`config.mk`:
```
export PLATFORM = sky130hd
export DESIGN_NAME = tt_trng_ctrl_flat
export DESIGN_NICKNAME = d
export VERILOG_FILES = /design/src/rtl/tt_trng_pkg.sv /design/src/rtl/tt_trng_ctrl_if.sv /design/src/rtl/tt_trng_health.sv /design/src/rtl/tt_trng_ctrl.sv /design/src/flat_wrapper.sv
export SDC_FILE = /design/constraint.sdc
export NUM_CORES = 1
export LEC_CHECK = 0
export CAP_MARGIN = 10
export CORE_MARGIN = 5
export CORE_UTILIZATION = 44
export CTS_BUF_LIST = sky130_fd_sc_hd__clkbuf_8
export CTS_CLUSTER_SIZE = 25
export DETAILED_ROUTE_END_ITERATION = 7
export HOLD_SLACK_MARGIN = 0.05
export PLACE_DENSITY = 0.67
export SYNTH_ARGS = -nofsm -noshare
export SYNTH_HDL_FRONTEND = slang
export SYNTH_SLANG_ARGS = --single-unit
export TNS_END_PERCENT = 10
```
`constraint.sdc`:
```
create_clock -name clk -period 1.7 [get_ports clk]
set_clock_uncertainty 0.05 [all_clocks]
set_input_delay 0.34 -clock clk [delete_from_list [all_inputs] [get_ports clk]]
set_output_delay 0.34 -clock clk [all_outputs]
set_load 0.05 [all_outputs]
```
`src/rtl/tt_trng_pkg.sv`:
```
// Shared definitions for the TRNG sequencer.
//   trng_state_e : sequencer states, IDLE=0 .. SHOW=5
//   DEF_*        : default parameter values
//   cnt_width    : width of the shared down-counter
//   run_width    : width of the health run-length counter
package tt_trng_pkg;

    typedef enum logic [2:0] {
        IDLE    = 3'd0,
        WARMUP  = 3'd1,
        COLLECT = 3'd2,
        SAMPLE  = 3'd3,
        PULSE   = 3'd4,
        SHOW    = 3'd5
    } trng_state_e;

    localparam int DEF_WARMUP_CYCLES  = 64;
    localparam int DEF_COLLECT_CYCLES = 8;
    localparam int DEF_PULSE_CYCLES   = 4;
    localparam int DEF_DISP_TOGGLE    = 1024;
    localparam int DEF_HEALTH_RUN     = 32;

    // The counter only ever holds (parameter - 1), so clog2 of the largest
    // parameter is enough; never narrower than one bit.
    function automatic int cnt_width(input int a, input int b, input int c, input int d);
        int m;
        m = a;
        if (b > m) m = b;
        if (c > m) m = c;
        if (d > m) m = d;
        return (m < 2) ? 1 : $clog2(m);
    endfunction

    function automatic int run_width(input int n);
        return (n < 1) ? 1 : $clog2(n + 1);
    endfunction

endpackage

```
`src/rtl/tt_trng_ctrl_if.sv`:
```
// Signal bundle between the user inputs / TRNG datapath and the sequencer.
//   start_i, cont_i, rand_bit_i : towards the sequencer
//   startring_o, sample_o, pulse_o, disp_sel_o, busy_o, valid_o,
//   health_err_o                : from the sequencer
// master drives the inputs (top level / bench), slave is the sequencer.
interface tt_trng_ctrl_if;
    logic start_i;
    logic cont_i;
    logic rand_bit_i;
    logic startring_o;
    logic sample_o;
    logic pulse_o;
    logic disp_sel_o;
    logic busy_o;
    logic valid_o;
    logic health_err_o;

    modport master (
        output start_i, cont_i, rand_bit_i,
        input  startring_o, sample_o, pulse_o, disp_sel_o, busy_o, valid_o, health_err_o
    );

    modport slave (
        input  start_i, cont_i, rand_bit_i,
        output startring_o, sample_o, pulse_o, disp_sel_o, busy_o, valid_o, health_err_o
    );
endinterface

```
`src/rtl/tt_trng_health.sv`:
```
// Repetition-count test on the raw ring bitstream.
// Ports:
//   clk, rst_n : clock, async active-low reset
//   en         : test active (WARMUP / COLLECT); run restarts when low
//   clr        : clears the sticky error flag
//   bit_i      : raw entropy bit
//   hit        : this cycle's bit completes a run of HEALTH_RUN identical bits
//   err        : sticky error, including the current hit
module tt_trng_health
    import tt_trng_pkg::*;
#(
    parameter int HEALTH_RUN = DEF_HEALTH_RUN
) (
    input  logic clk,
    input  logic rst_n,
    input  logic en,
    input  logic clr,
    input  logic bit_i,
    output logic hit,
    output logic err
);
    localparam int RW = run_width(HEALTH_RUN);

    logic [RW-1:0] run_q;
    logic [RW-1:0] run_now;
    logic          last_q;
    logic          err_q;

    // Length of the run ending with the current bit.
    always_comb begin
        run_now = RW'(1);
        if (run_q != '0 && bit_i == last_q) run_now = run_q + RW'(1);
    end

    assign hit = en && (run_now == RW'(HEALTH_RUN));
    assign err = err_q | hit;

    always_ff @(posedge clk or negedge rst_n) begin
        if (!rst_n) begin
            run_q  <= '0;
            last_q <= 1'b0;
            err_q  <= 1'b0;
        end else begin
            run_q <= en ? run_now : '0;
            if (en) last_q <= bit_i;
            if (clr) err_q <= 1'b0;
            if (hit) err_q <= 1'b1;
        end
    end
endmodule

```
`src/rtl/tt_trng_ctrl.sv`:
```
// TRNG sequencer: ring warm-up, bit collection, key sample strobe, arbiter
// challenge pulse and A/B display alternation.
// Ports:
//   clk, rst_n : clock, async active-low reset
//   bus        : tt_trng_ctrl_if.slave (start/cont/rand_bit in, strobes out)
// Build option: define TT_TRNG_CTRL_HEALTH_EN to enable the stuck-source
// monitor; otherwise rand_bit_i is ignored and health_err_o is 0.
//
// state   | meaning
// IDLE    | everything off, wait for start
// WARMUP  | rings running, WARMUP_CYCLES
// COLLECT | rings running, bitstream shifting, COLLECT_CYCLES
// SAMPLE  | one-cycle key sample strobe
// PULSE   | rings off, arbiter pulse for PULSE_CYCLES
// SHOW    | key valid, display alternates every DISP_TOGGLE cycles
module tt_trng_ctrl
    import tt_trng_pkg::*;
#(
    parameter int WARMUP_CYCLES  = DEF_WARMUP_CYCLES,
    parameter int COLLECT_CYCLES = DEF_COLLECT_CYCLES,
    parameter int PULSE_CYCLES   = DEF_PULSE_CYCLES,
    parameter int DISP_TOGGLE    = DEF_DISP_TOGGLE,
    parameter int HEALTH_RUN     = DEF_HEALTH_RUN
) (
    input  logic          clk,
    input  logic          rst_n,
    tt_trng_ctrl_if.slave bus
);
    localparam int CW = cnt_width(WARMUP_CYCLES, COLLECT_CYCLES, PULSE_CYCLES, DISP_TOGGLE);

    trng_state_e   state_q, state_n;
    logic [CW-1:0] cnt_q, cnt_n;
    logic          disp_q, disp_n;
    logic          start_q, start_prev, start_evt;
    logic          health_hit, health_err;
    logic          startring, sample, pulse, disp_sel, busy, valid;

    always_ff @(posedge clk or negedge rst_n) begin
        if (!rst_n) begin
            start_q    <= 1'b0;
            start_prev <= 1'b0;
        end else begin
            start_q    <= bus.start_i;
            start_prev <= start_q;
        end
    end

    assign start_evt = start_q & ~start_prev;

`ifdef TT_TRNG_CTRL_HEALTH_EN
    logic health_en;
    assign health_en = (state_q == WARMUP) || (state_q == COLLECT);

    tt_trng_health #(.HEALTH_RUN(HEALTH_RUN)) u_health (
        .clk   (clk),
        .rst_n (rst_n),
        .en    (health_en),
        .clr   (start_evt),
        .bit_i (bus.rand_bit_i),
        .hit   (health_hit),
        .err   (health_err)
    );
`else
    localparam int unused_health_run = HEALTH_RUN;
    logic unused_rand_bit;
    assign unused_rand_bit = bus.rand_bit_i;
    assign health_hit      = 1'b0;
    assign health_err      = 1'b0;
`endif

    always_ff @(posedge clk or negedge rst_n) begin
        if (!rst_n) begin
            state_q <= IDLE;
            cnt_q   <= '0;
            disp_q  <= 1'b0;
        end else begin
            state_q <= state_n;
            cnt_q   <= cnt_n;
            disp_q  <= disp_n;
        end
    end

    always_comb begin
        state_n   = state_q;
        cnt_n     = cnt_q;
        disp_n    = disp_q;
        startring = 1'b0;
        sample    = 1'b0;
        pulse     = 1'b0;
        disp_sel  = 1'b0;
        busy      = 1'b0;
        valid     = 1'b0;
        case (state_q)
            IDLE: begin
                if (start_evt) begin
                    state_n = WARMUP;
                    cnt_n   = CW'(WARMUP_CYCLES - 1);
                end
            end
            WARMUP: begin
                startring = 1'b1;
                busy      = 1'b1;
                if (health_hit) begin
                    state_n = IDLE;
                    cnt_n   = '0;
                end else if (cnt_q == '0) begin
                    state_n = COLLECT;
                    cnt_n   = CW'(COLLECT_CYCLES - 1);
                end else begin
                    cnt_n = cnt_q - CW'(1);
                end
            end
            COLLECT: begin
                startring = 1'b1;
                busy      = 1'b1;
                if (health_hit) begin
                    state_n = IDLE;
                    cnt_n   = '0;
                end else if (cnt_q == '0) begin
                    state_n = SAMPLE;
                    cnt_n   = '0;
                end else begin
                    cnt_n = cnt_q - CW'(1);
                end
            end
            SAMPLE: begin
                startring = 1'b1;
                sample    = 1'b1;
                busy      = 1'b1;
                state_n   = PULSE;
                cnt_n     = CW'(PULSE_CYCLES - 1);
            end
            PULSE: begin
                pulse = 1'b1;
                busy  = 1'b1;
                if (cnt_q == '0) begin
                    state_n = SHOW;
                    cnt_n   = CW'(DISP_TOGGLE - 1);
                    disp_n  = 1'b1;
                end else begin
                    cnt_n = cnt_q - CW'(1);
                end
            end
            SHOW: begin
                valid    = 1'b1;
                disp_sel = disp_q;
                if (start_evt) begin
                    state_n = WARMUP;
                    cnt_n   = CW'(WARMUP_CYCLES - 1);
                end else if (cnt_q == '0) begin
                    // disp_q low here means the B half just ended: a full
                    // A+B period is complete, the point where continuous
                    // mode restarts.
                    cnt_n  = CW'(DISP_TOGGLE - 1);
                    disp_n = ~disp_q;
                    if (!disp_q && bus.cont_i) begin
                        state_n = WARMUP;
                        cnt_n   = CW'(WARMUP_CYCLES - 1);
                    end
                end else begin
                    cnt_n = cnt_q - CW'(1);
                end
            end
            default: begin
                state_n = IDLE;
                cnt_n   = '0;
            end
        endcase
    end

    assign bus.startring_o  = startring;
    assign bus.sample_o     = sample;
    assign bus.pulse_o      = pulse;
    assign bus.disp_sel_o   = disp_sel;
    assign bus.busy_o       = busy;
    assign bus.valid_o      = valid;
    assign bus.health_err_o = health_err;
endmodule

```
`src/flat_wrapper.sv`:
```
// flat-port wrapper written by rule: the top's interface ports become plain ports
module tt_trng_ctrl_flat import tt_trng_pkg::*;
#(
    parameter int WARMUP_CYCLES  = DEF_WARMUP_CYCLES,
    parameter int COLLECT_CYCLES = DEF_COLLECT_CYCLES,
    parameter int PULSE_CYCLES   = DEF_PULSE_CYCLES,
    parameter int DISP_TOGGLE    = DEF_DISP_TOGGLE,
    parameter int HEALTH_RUN     = DEF_HEALTH_RUN
)
  (clk, rst_n, bus_start_i, bus_cont_i, bus_rand_bit_i, bus_startring_o, bus_sample_o, bus_pulse_o, bus_disp_sel_o, bus_busy_o, bus_valid_o, bus_health_err_o);
  tt_trng_ctrl_if bus_i ();
  input  logic clk;
  input  logic rst_n;
  input wire logic [$bits(bus_i.start_i)-1:0] bus_start_i;
  input wire logic [$bits(bus_i.cont_i)-1:0] bus_cont_i;
  input wire logic [$bits(bus_i.rand_bit_i)-1:0] bus_rand_bit_i;
  output wire logic [$bits(bus_i.startring_o)-1:0] bus_startring_o;
  output wire logic [$bits(bus_i.sample_o)-1:0] bus_sample_o;
  output wire logic [$bits(bus_i.pulse_o)-1:0] bus_pulse_o;
  output wire logic [$bits(bus_i.disp_sel_o)-1:0] bus_disp_sel_o;
  output wire logic [$bits(bus_i.busy_o)-1:0] bus_busy_o;
  output wire logic [$bits(bus_i.valid_o)-1:0] bus_valid_o;
  output wire logic [$bits(bus_i.health_err_o)-1:0] bus_health_err_o;
  assign bus_i.start_i = bus_start_i;
  assign bus_i.cont_i = bus_cont_i;
  assign bus_i.rand_bit_i = bus_rand_bit_i;
  assign bus_startring_o = bus_i.startring_o;
  assign bus_sample_o = bus_i.sample_o;
  assign bus_pulse_o = bus_i.pulse_o;
  assign bus_disp_sel_o = bus_i.disp_sel_o;
  assign bus_busy_o = bus_i.busy_o;
  assign bus_valid_o = bus_i.valid_o;
  assign bus_health_err_o = bus_i.health_err_o;
  tt_trng_ctrl #(.WARMUP_CYCLES(WARMUP_CYCLES), .COLLECT_CYCLES(COLLECT_CYCLES), .PULSE_CYCLES(PULSE_CYCLES), .DISP_TOGGLE(DISP_TOGGLE), .HEALTH_RUN(HEALTH_RUN)) u_core (.clk(clk), .rst_n(rst_n), .bus(bus_i));
endmodule
```
[After elaboration in Yosys (flattened, before gate mapping)]
Index checks and enable logic that the tools add are counted.
Widths: inputs -> output; s select.
Cells by class
  multiply operators: 0
  mux-type cells: 26
  magnitude comparators: 0
  divide/modulo/power cells: 0
  reduce and logical (&&, ||, !) cells: 9
  equal/unequal tests: 13
  shifts and indexed selects: 0
  bitwise operators: 3
  add/subtract/negate cells: 1
Operators by type and width (number)
  $mux 10: 7
  $pmux 10 s6: 1
  $mux 3: 7
  $pmux 3 s6: 1
  $logic_not 10->1: 1
  $ne 2x1->1 const B: 5
  $sub 10x1->10 const B: 1
  $mux 1: 9
  $eq 3x2->1 const B: 2
  $eq 3x3->1 const B: 2
  $ne 3x1->1 const B: 2
  $reduce_and 6->1: 1
  $reduce_and 4->1: 1
  $reduce_or 4->1: 1
  $eq 3x1->1 const B: 1
  $logic_not 3->1: 1
  $reduce_or 3->1: 1
  $ne 2x2->1 const B: 1
  $not 1->1: 2
  $pmux 1 s2: 1
  $reduce_bool 2->1: 1
  $and 1x1->1: 1
  $logic_and 1x1->1: 1
  $logic_not 1->1: 1
Word-level totals
  memories kept: 0
  logic and storage cells: 57
  latch bits: 0
  bits in read-only memories: 0
  flip-flop bits (word level): 16
  input bits: 5
  bits in writable memories: 0

[Depth between registers and ports, before layout]
Gate-level depths: netlist of the first run.
  word-level depth: 6
  gate-level depth with buffers: 8

[Worst setup path after synthesis of the first run]
Ideal clock, no wire load.
  path type: reg2out
  from: reg u_core.state_q[0]
  to: out bus_sample_o
  arrival time: 1.934 ns
  path buffers: 1
  cell stages (with the launch flop): 4
  path slack: -0.624 ns
  cell sequence: dfrtp_1 > buf_2 > inv_1 > nor3_1
Between the ends
  word-level cells in the longest chain between the ends: 2
Ends and longest elaborated chain
  from (decl): line tt_trng_ctrl.sv:31  | trng_state_e state_q, state_n;
  from (signal assigned): line tt_trng_ctrl.sv:77  | state_q <= state_n;
  $eq 3x2->1: line tt_trng_ctrl.sv:93  | case (state_q)
  $mux 1: line tt_trng_ctrl.sv:93
  to (decl): line flat_wrapper.sv:18  | output wire logic [$bits(bus_i.sample_o)-1:0] bus_sample_o;
Every way passes these cells.

[Final worst setup path of the first run]
  from: reg u_core.state_q[0]
  to: out bus_busy_o
Between the ends
  word-level cells in the longest chain between the ends: 3
  elaborated cells on any way between the ends: 6
  classes of those cells: eq/ne: 4; mux: 1; reduce/logical: 1
Ends and longest elaborated chain
  $eq 3x2->1 (tied with other cells): line tt_trng_ctrl.sv:93
  $reduce_or 4->1 (no source line) (*)
  $mux 1 (*): line tt_trng_ctrl.sv:93
  to (decl): line flat_wrapper.sv:21  | output wire logic [$bits(bus_i.busy_o)-1:0] bus_busy_o;
Mark *: on every way between the ends. The rest lies on a longest branch, timed or not.

==> results of run 1 <==
[routing by layer]
metal	share of wire (%)	GRT usage [%]	vias to the layer above	wire length (um)
li1	-	-	582	-
met3	3.9	2.664	8	134
met1	43	21.37	618	1482
met2	51	30.00	42	1742
met4	1.7	8.753	0	59
met5	0	0	-	0
[layout by cell type, fill, tap and decap left out, types with 2 or more instances in the layout]
cell type and instances:
nor3b_2 2, buf_4 33, buf_12 6, a21o_1 4, buf_6 2, o211ai_1 6
a211oi_1 3, clkbuf_8 4, dfrtp_1 13, nand2b_1 3, o21ai_0 7, nor2_1 6
nand3b_1 2, dfrtp_2 3, a21oi_1 5, inv_2 2, clkdlybuf4s50_1 3, inv_1 4
o22ai_1 2, nor4_4 2, nand3_1 2, nand2_1 11, o21ai_1 2, a2111o_1 2
a22oi_1 5
[layout make-up]
| cell class | count | area (um2) | share of cell area, % |
|---|---|---|---|
| Clock buffer | 4 | 55.05 | 3.125 |
| Inverter | 6 | 22.52 | 1.278 |
| Multi-Input combinational cell | 102 | 820.8 | 46.59 |
| Sequential cell | 16 | 404.1 | 22.94 |
| Tap cell | 31 | 38.79 | 2.202 |
| Timing Repair Buffer | 44 | 420.4 | 23.86 |
[worst max-delay path by stage]
stage                                 start         endpoint  depth (start not counted)
final                     u_core.state_q[0]       bus_busy_o                          4
after floorplan           u_core.state_q[2]  u_core.cnt_q[8]                          5
after global routing      u_core.state_q[0]       bus_busy_o                          4
after global placement      u_core.cnt_q[0]  u_core.cnt_q[6]                          7
after CTS                   u_core.cnt_q[1]    u_core.disp_q                          7
after detailed placement    u_core.cnt_q[1]  u_core.cnt_q[5]                          7
[metrics by stage]
stage / instances / area [um2]
global placement: 190 / 1567
finish: 203 / 1762
detailed placement: 190 / 1567
global route: 203 / 1762
floorplan: 134 / 1261
CTS: 199 / 1678
[flip-flops by register name, summed over array words and instances, names as in the netlist]
name               flops
u_core.cnt_q          10
u_core.state_q         3
u_core.disp_q          1
u_core.start_prev      1
u_core.start_q         1
[report_power, final]
part / leakage [nW] / switching [mW] / internal, mW / total, mW
clock network: 0.0288 / 0.147 / 0.206 / 0.353
logic: 0.509 / 0.873 / 0.853 / 1.73
registers: 0.197 / 0.218 / 0.515 / 0.733
[worst max-delay path, cell delays in order (launching register included)]
cell and delay, ns:
dfrtp_2 0.48, buf_4 0.18, nor2_4 0.12, xnor2_2 0.15
buf_12 0.16
[cell families (layout without fill, tap and decap cells)]
| family | count (synthesis) | in the layout | synth area share, % |
|---|---|---|---|
| buffers and inverters | 16 | 54 | 8.173 |
| adder cells (fa/ha/maj) | 1 | 1 | 1.009 |
| AND/OR/NAND/NOR | 50 | 50 | 28.25 |
| XOR/XNOR | 1 | 1 | 0.7065 |
| multiplexers | 1 | 1 | 0.8073 |
| other | 1 | 1 | 0.3024 |
| AO/OA/AOI/OAI | 48 | 48 | 28.46 |
| flip-flops | 16 | 16 | 32.29 |
[repair_timing]
action,4_1_cts,5_1_grt
endpoints found under the setup margin,16,17
setup buffers,5,4
pin swaps,2,4
resized for setup,7,14
hold endpoints to repair,0,0
==> metrics.md, run 1 <==
| Metric | Value |
|---|---|
| Register area share after synthesis | `32.29%` |
| Number of global-route vias before repair | `1262` |
| Synth cell types | `52` |
| Chip height | `63.09 um` |
| Worst-path fanout max | `7` |
| Remaining Overflow, GRT | `0` |
| DR vias | `1250` |
| Synth Register Bits | `16` |
| Final GP Congestion | `0.8123` |
| Number of max-cap violations | `0` |
| F_max | `0.5765 GHz` |
| Core area | `0.002734 mm2` |
| Boundary Pins | `12` |
| Worst Path Required | `1.31 ns` |
| Fin nets | `179` |
| Fin. max-slew vios | `0` |
| Outcome | `finished with violations` |
| Root buf cell | `clkbuf_8` |
| Total power | `2.812 mW` |
| Setup TNS | `-0.04862 ns` |
| Maximum VDD drop | `1.025 mV` |
| Filler cells | `195` |
| Pre-CTS WS | `-0.05559 ns` |
| Hold_ws | `0.3617 ns` |
| H-tree depth | `1` |
| Reg-to-reg endpoint | `u_core.cnt_q[0]` |
| Post-cts hold buffer count | `0` |
| Clk_lat worst skew | `0.25 ns` |
| Final setup violation count | `2` |
| First-pass GRT wire length | `5706 um` |
| Area Overhead vs Synth | `42.08%` |
| Final WL | `3418 um` |
| Final core occ | `64.44%` |
| Final period util | `102.0%` |
| Initial core utilization | `45.35%` |
| Crit path DAT | `1.34 ns` |
| Static leakage | `0.7346 nW` |
| Final worst slack | `-0.03448 ns` |
| DRC | `0` |
| Synth warn | `0` |
| Chip width | `63.09 um` |
| Post-synth ARST share | `100.0%` |
| Worst-case clock buffer depth | `2` |
| Flop-to-flop setup slack | `0.01 ns` |
| Syn nets | `140` |
| Port Buffers | `9` |
| Mapped Cells | `134` |
| Startpoint Class | `flop` |
| Failing checks | `setup timing` |
| Share of layout cells above drive strength 1 | `42.44%` |
| Post-DRT Antenna Nets | `0` |
| Number of synthesized flops with an enable pin | `0` |
| Total CTS buffers | `3` |
| WS Path Type | `reg2out` |
| Reg2reg start | `u_core.state_q[0]` |
| WL per Instance | `16.84 um` |
| Die area | `0.003980 mm2` |
| Drt first pass iters | `4` |
| Most common cell in the synthesized netlist | `dfrtp_1` |
| # rows | `19` |
| Post-synth top area share | `32.29%` |
| Detail Placement HPWL | `2344 um` |
| Synth top area cells | `dfrtp_1 (32%), o21ai_0 (3.6%), o211ai_1 (3.6%), nor4_4 (3.4%), nand2_1 (3.3%)` |
| R2R depth | `5` |
| Type of the worst min-delay path | `in2async` |
| RSZ-0062 raised after global routing | `true` |
| Final hold vios | `0` |
| Area of the mapped netlist | `0.001240 mm2` |
| Post-DR vias/cell | `6.158` |
| Initial DRC count | `52` |
| Synth Flop Type | `dfrtp_1` |
| Syn_area_per_cell | `9.253 um2` |
| Clk sinks | `16` |
| Synth area leader | `dfrtp_1` |
| Most frequent cells after synthesis | `dfrtp_1 (16), nand2_1 (11), o21ai_0 (9), nor2_1 (8)` |
| Crit path time final | `1.734 ns` |
| Ant diodes | `0` |
| Cell Pwr Density | `1596 mW/mm2` |
| Clk slew on worst S/H paths | `0.07 ns` |
| CTS tree | `done` |
| Initial antenna violation count | `0` |
| Total GRT Usage | `17.63%` |
| Largest net degree at the start of global routing | `17` |
| Critical Path Sink Type | `output port` |
(Power assumes the default switching activity.)
==> run 2, diff against run 1 <==
- SKIP_CTS_REPAIR_TIMING: unset -> 1
==> metrics.md, run 2 (synthesis gave the netlist of run 1 again) <==
| Metric | Value |
|---|---|
| Slowest stage delay, CP | `0.47 ns (was 0.48 ns)` |
| Final WL | `3906 um (was 3418 um)` |
| Design Area, Final | `0.001809 mm2 (was 0.001762 mm2)` |
| Chip height | `63.09 um (unchanged)` |
| Worst-case clock buffer depth | `2 (unchanged)` |
| Final worst slack | `-0.03340 ns (was -0.03448 ns)` |
| Initial DRC count | `76 (was 52)` |
| Worst Path Required | `1.31 ns (about the same)` |
| Slowest CP cell | `dfrtp_2 (unchanged)` |
| Post-DRT Antenna Nets | `0 (unchanged)` |
| Worst-path fanout max | `6 (was 7)` |
| WL per Instance | `18.96 um (was 16.84 um)` |
| Outcome | `finished with violations (unchanged)` |
| First-pass GRT wire length | `5471 um (was 5706 um)` |
| Critical Path Sink Type | `output port (unchanged)` |
| Initial antenna violation count | `0 (unchanged)` |
| Largest delay share family, worst path | `flip-flops (unchanged)` |
| DR vias | `1332 (was 1250)` |
| Fin. max-slew vios | `0 (unchanged)` |
| Placed cell areas | `0.001567 mm2 (unchanged)` |
| WS Path Type | `reg2out (unchanged)` |
| Post-DR vias/cell | `6.466 (was 6.158)` |
| Most frequent cells in the layout | `buf_4 (32), dfrtp_1 (13), nand2_1 (11) (was buf_4 (33), dfrtp_1 (13), nand2_1 (11))` |
| Clk slew on worst S/H paths | `0.08 ns (was 0.07 ns)` |
| Detail Placement HPWL | `2344 um (unchanged)` |
| Share of layout cells above drive strength 1 | `45.71% (was 42.44%)` |
| Clk_lat worst skew | `0.26 ns (was 0.25 ns)` |
| Number of max-cap violations | `0 (unchanged)` |
| Reg with most FFs | `u_core.cnt_q (unchanged)` |
| CP cell instances | `buf_6 > nor2_4 > xnor2_2 > buf_12 (was buf_4 > nor2_4 > xnor2_2 > buf_12)` |
| Total GRT Usage | `16.93% (was 17.63%)` |
| Ant diodes | `0 (unchanged)` |
| Port Buffers | `9 (unchanged)` |
| Total CTS buffers | `3 (unchanged)` |
| Startpoint Class | `flop (unchanged)` |
| # rows | `19 (unchanged)` |
| Root buf cell | `clkbuf_8 (unchanged)` |
| Crit path DAT | `1.34 ns (about the same)` |
| Chip width | `63.09 um (unchanged)` |
| Number of global-route vias before repair | `1202 (was 1262)` |
| Final setup violation count | `5 (was 2)` |
| Area Overhead vs Synth | `45.91% (was 42.08%)` |
| Dpl cells | `190 (unchanged)` |
| Static leakage | `0.7583 nW (was 0.7346 nW)` |
| Failing checks | `setup timing (unchanged)` |
| Maximum VDD drop | `1.066 mV (was 1.025 mV)` |
| Largest net degree at the start of global routing | `17 (unchanged)` |
| Die area | `0.003980 mm2 (unchanged)` |
| Max reg flops | `10 (unchanged)` |
| RSZ-0062 raised after global routing | `true (unchanged)` |
| Type of the worst min-delay path | `in2async (unchanged)` |
| Most common cell after layout, fill and taps aside | `buf_4 (unchanged)` |
| Crit path time final | `1.733 ns (was 1.734 ns)` |
| Core area | `0.002734 mm2 (unchanged)` |
| CP bufs+invs | `2 (unchanged)` |
| Drt first pass iters | `5 (was 4)` |
| Final GP Congestion | `0.8123 (unchanged)` |
| Boundary Pins | `12 (unchanged)` |
| F_max | `0.5769 GHz (was 0.5765 GHz)` |
| Cell Pwr Density | `1603 mW/mm2 (was 1596 mW/mm2)` |
| Final period util | `102.0% (about the same)` |
| Fin nets | `182 (was 179)` |
| Filler cells | `183 (was 195)` |
| Clk sinks | `16 (unchanged)` |
| Initial core utilization | `45.35% (unchanged)` |
| CTS tree | `done (unchanged)` |
| Finished Layout Cells | `206 (was 203)` |
| DRC | `0 (unchanged)` |
| Regs by FF count | `u_core.cnt_q: 10 flops, u_core.state_q: 3 flops (unchanged)` |
| H-tree depth | `1 (unchanged)` |
| Remaining Overflow, GRT | `0 (unchanged)` |
| Final hold vios | `0 (unchanged)` |
==> run 2: cell count changes in the layout (fill, tap and decap cells not counted), sizes merged <==
cell,previous run,this run
buf,41,44
==> run 2: final cells by class <==
| class | count | area (um2) | share of cell area, % |
|---|---|---|---|
| Multi-Input combinational cell | 102 | 837.1 | 46.27 |
| Timing Repair Buffer | 47 | 451.7 | 24.97 |
| Sequential cell | 16 | 404.1 | 22.34 |
| Clock buffer | 4 | 55.05 | 3.043 |
| Tap cell | 31 | 38.79 | 2.144 |
| Inverter | 6 | 22.52 | 1.245 |
==> run 2: report_power, final <==
group          switching (mW)  total [mW]  internal, mW
registers               0.230       0.745         0.514
clock network           0.158       0.365         0.206
logic                   0.918        1.79         0.874
total                    1.31        2.90          1.60
==> run 2: final timing paths <==
kind	start	to	slack, ns	cells after the start
worst max register to register	u_core.state_q[0]	u_core.cnt_q[9]	-0.03	5
min in group clk	u_core.start_q	u_core.start_prev	0.43	0
worst min-delay path	rst_n	u_core.cnt_q[2]	0.35	2
worst min register to register	u_core.start_q	u_core.start_prev	0.43	0
worst max-delay path	u_core.state_q[0]	bus_busy_o	-0.03	4
max in group asynchronous	rst_n	u_core.state_q[2]	1.05	2
==> run 2: metal layers <==
metal | wire length (um) | track usage (%)
met5 | 0 | 0
met4 | 72 | 7.427
met3 | 269 | 2.664
met2 | 2024 | 29.10
met1 | 1539 | 20.62
==> run 2: stage by stage <==
stage	power (mW)	setup WS [ns]	hold WS (ns)	setup TNS [ns]	util, %
after floorplan	1.673	-0.1515	-0.005591	-0.8755	-
after global placement	2.186	0.009317	0.3716	0	57.30
after detailed placement	2.247	-0.05559	0.3808	-0.2966	57.30
after CTS	2.607	-0.2306	0.3650	-1.301	59.31
after global routing	3.078	-0.06594	0.3795	-0.6167	66.18
final	2.901	-0.03340	0.3493	-0.1101	66.18
==> run 3, diff against run 2 <==
- CAP_MARGIN: 10 -> unset
- CORE_ASPECT_RATIO: unset -> 0.75
- CORE_UTILIZATION: 44 -> 45
- PLACE_DENSITY: 0.67 -> 0.68
==> metrics.md, run 3 (synthesis gave the netlist of run 1 again) <==
| Metric | Value |
|---|---|
| Outcome | `finished with violations (unchanged)` |
| Failing checks | `setup timing (unchanged)` |
| Filler cells | `207 (was 183)` |
| Clk sinks | `16 (unchanged)` |
| Largest net degree at the start of global routing | `17 (unchanged)` |
| Worst-path fanout max | `6 (unchanged)` |
| Sequential share of power | `25.5% (was 25.7%)` |
| Net Sw Frac | `44.72% (was 45.02%)` |
| Final WL | `3778 um (was 3906 um)` |
| Share of layout cells above drive strength 1 | `45.71% (unchanged)` |
| Comb power frac | `62.5% (was 61.8%)` |
| Fin nets | `182 (unchanged)` |
| Static leakage | `0.7561 nW (was 0.7583 nW)` |
| Drt first pass iters | `4 (was 5)` |
| Core area | `0.002623 mm2 (was 0.002734 mm2)` |
| Boundary Pins | `12 (unchanged)` |
| Clk slew on worst S/H paths | `0.07 ns (was 0.08 ns)` |
| First-pass GRT wire length | `5885 um (was 5471 um)` |
| Die area | `0.003916 mm2 (was 0.003980 mm2)` |
| Post-DRT Antenna Nets | `0 (unchanged)` |
| Cell Pwr Density | `1614 mW/mm2 (was 1603 mW/mm2)` |
| Final hold vios | `0 (unchanged)` |
| RSZ-0062 raised after global routing | `true (unchanged)` |
| Number of global-route vias before repair | `1256 (was 1202)` |
| Clk_lat worst skew | `0.26 ns (about the same)` |
| Final period util | `102.4% (was 102.0%)` |
| Initial core utilization | `47.28% (was 45.35%)` |
| Post-DR vias/cell | `6.100 (was 6.466)` |
| Regs by FF count | `u_core.cnt_q: 10 flops, u_core.state_q: 3 flops (unchanged)` |
| Flop-to-flop setup slack | `-0.04 ns (was -0.03 ns)` |
| H-tree depth | `1 (unchanged)` |
| Critical Path Sink Type | `flop (was output port)` |
| Most frequent cells in the layout | `buf_4 (34), dfrtp_1 (12), nand2_1 (11) (was buf_4 (32), dfrtp_1 (13), nand2_1 (11))` |
| Ant diodes | `0 (unchanged)` |
| # rows | `16 (was 19)` |
| Maximum VDD drop | `0.9712 mV (was 1.066 mV)` |
| Reg with most FFs | `u_core.cnt_q (unchanged)` |
| Initial antenna violation count | `0 (unchanged)` |
| Reg-to-reg endpoint | `u_core.cnt_q[4] (was u_core.cnt_q[9])` |
| Chip height | `55.46 um (was 63.09 um)` |
| DRC | `0 (unchanged)` |
| Final GP Congestion | `0.8955 (was 0.8123)` |
| Total CTS buffers | `3 (unchanged)` |
| Worst Path Required | `1.77 ns (was 1.31 ns)` |
| Clock network power share | `12.0% (was 12.6%)` |
| Remaining Overflow, GRT | `0 (unchanged)` |
| Internal Power | `1.637 mW (was 1.595 mW)` |
| Crit path time final | `1.740 ns (was 1.733 ns)` |
| Final setup violation count | `6 (was 5)` |
| R2R depth | `6 (was 5)` |
| Worst-case clock buffer depth | `2 (unchanged)` |
| Crit path DAT | `1.81 ns (was 1.34 ns)` |
| CTS tree | `done (unchanged)` |
| Chip width | `70.61 um (was 63.09 um)` |
| WL per Instance | `17.91 um (was 18.96 um)` |
| Fin. max-slew vios | `0 (unchanged)` |
| F_max | `0.5747 GHz (was 0.5769 GHz)` |
| Area Overhead vs Synth | `48.03% (was 45.91%)` |
| Total GRT Usage | `18.50% (was 16.93%)` |
| Final worst slack | `-0.04006 ns (was -0.03340 ns)` |
| Root buf cell | `clkbuf_8 (unchanged)` |
| Initial DRC count | `128 (was 76)` |
| Max reg flops | `10 (unchanged)` |
| Startpoint Class | `flop (unchanged)` |
| Pre-CTS WS | `-0.06367 ns (was -0.05559 ns)` |
| Hold_ws | `0.3547 ns (was 0.3493 ns)` |
| DR vias | `1287 (was 1332)` |
| Psw | `1.325 mW (was 1.306 mW)` |
| WS Path Type | `reg2reg (was reg2out)` |
| Reg2reg start | `u_core.state_q[0] (unchanged)` |
| Type of the worst min-delay path | `in2async (unchanged)` |
| Most common cell after layout, fill and taps aside | `buf_4 (unchanged)` |
| Setup TNS | `-0.1324 ns (was -0.1101 ns)` |
| Detail Placement HPWL | `2467 um (was 2344 um)` |
| Port Buffers | `9 (unchanged)` |
| Number of max-cap violations | `0 (unchanged)` |
[run 3: layer usage]
layer / part of all wire (%) / routed length (um) / track usage [%] / vias to the layer above
met1: 42 / 1586 / 25.06 / 640
met5: 0 / 0 / 0 / -
met2: 50 / 1875 / 29.20 / 51
met3: 7.0 / 264 / 4.891 / 9
li1: - / - / - / 587
met4: 1.3 / 51 / 4.826 / 0
[run 3: critical path, stage by stage (launching register included)]
cell      delay [ns]
dfrtp_2         0.48
buf_6           0.16
buf_4           0.15
nor4b_2         0.32
a211oi_1        0.10
o21ai_0         0.21
o211ai_1        0.13
[run 3: cell type report]
class	count	area [um2]	share of cell area, %
clock buffers	4	55.05	2.999
inverters	6	25.02	1.363
multi-input cells	102	854.6	46.56
flip-flops and latches	16	405.4	22.09
well taps	36	45.04	2.454
repair buffers	47	450.4	24.54
[run 3: worst max path at each step]
stage	start	depth (start not counted)	end	slack [ns]
floorplan	u_core.state_q[2]	5	u_core.cnt_q[8]	-0.15
global route	u_core.cnt_q[0]	7	u_core.state_q[0]	-0.11
detailed placement	u_core.cnt_q[0]	7	u_core.cnt_q[6]	-0.06
global placement	u_core.cnt_q[0]	7	u_core.cnt_q[0]	0.001
CTS	u_core.state_q[0]	4	bus_busy_o	-0.22
finish	u_core.state_q[0]	6	u_core.cnt_q[4]	-0.04
[run 3: power by group through the flow]
| stage | logic, mW | clock network, mW | registers [mW] |
|---|---|---|---|
| finish | 1.85 | 0.354 | 0.755 |
| global route | 2.00 | 0.369 | 0.772 |
| CTS | 1.55 | 0.359 | 0.726 |
| detailed placement | 1.54 | 0 | 0.731 |
| global placement | 1.48 | 0 | 0.719 |
| floorplan | 1.01 | 0 | 0.666 |
[run 3: metrics by stage]
| step | instance area [um2] | power (mW) | utilization (%) | instances |
|---|---|---|---|---|
| 6_report | 1836 | 2.962 | 69.99 | 211 |
| 5_1_grt | 1836 | 3.139 | 69.99 | 211 |
| 4_1_cts | 1643 | 2.634 | 62.64 | 201 |
| 3_5_place_dp | 1588 | 2.272 | 60.54 | 197 |
| 3_3_place_gp | 1588 | 2.203 | 60.54 | 197 |
| 2_1_floorplan | 1261 | 1.673 | - | 134 |
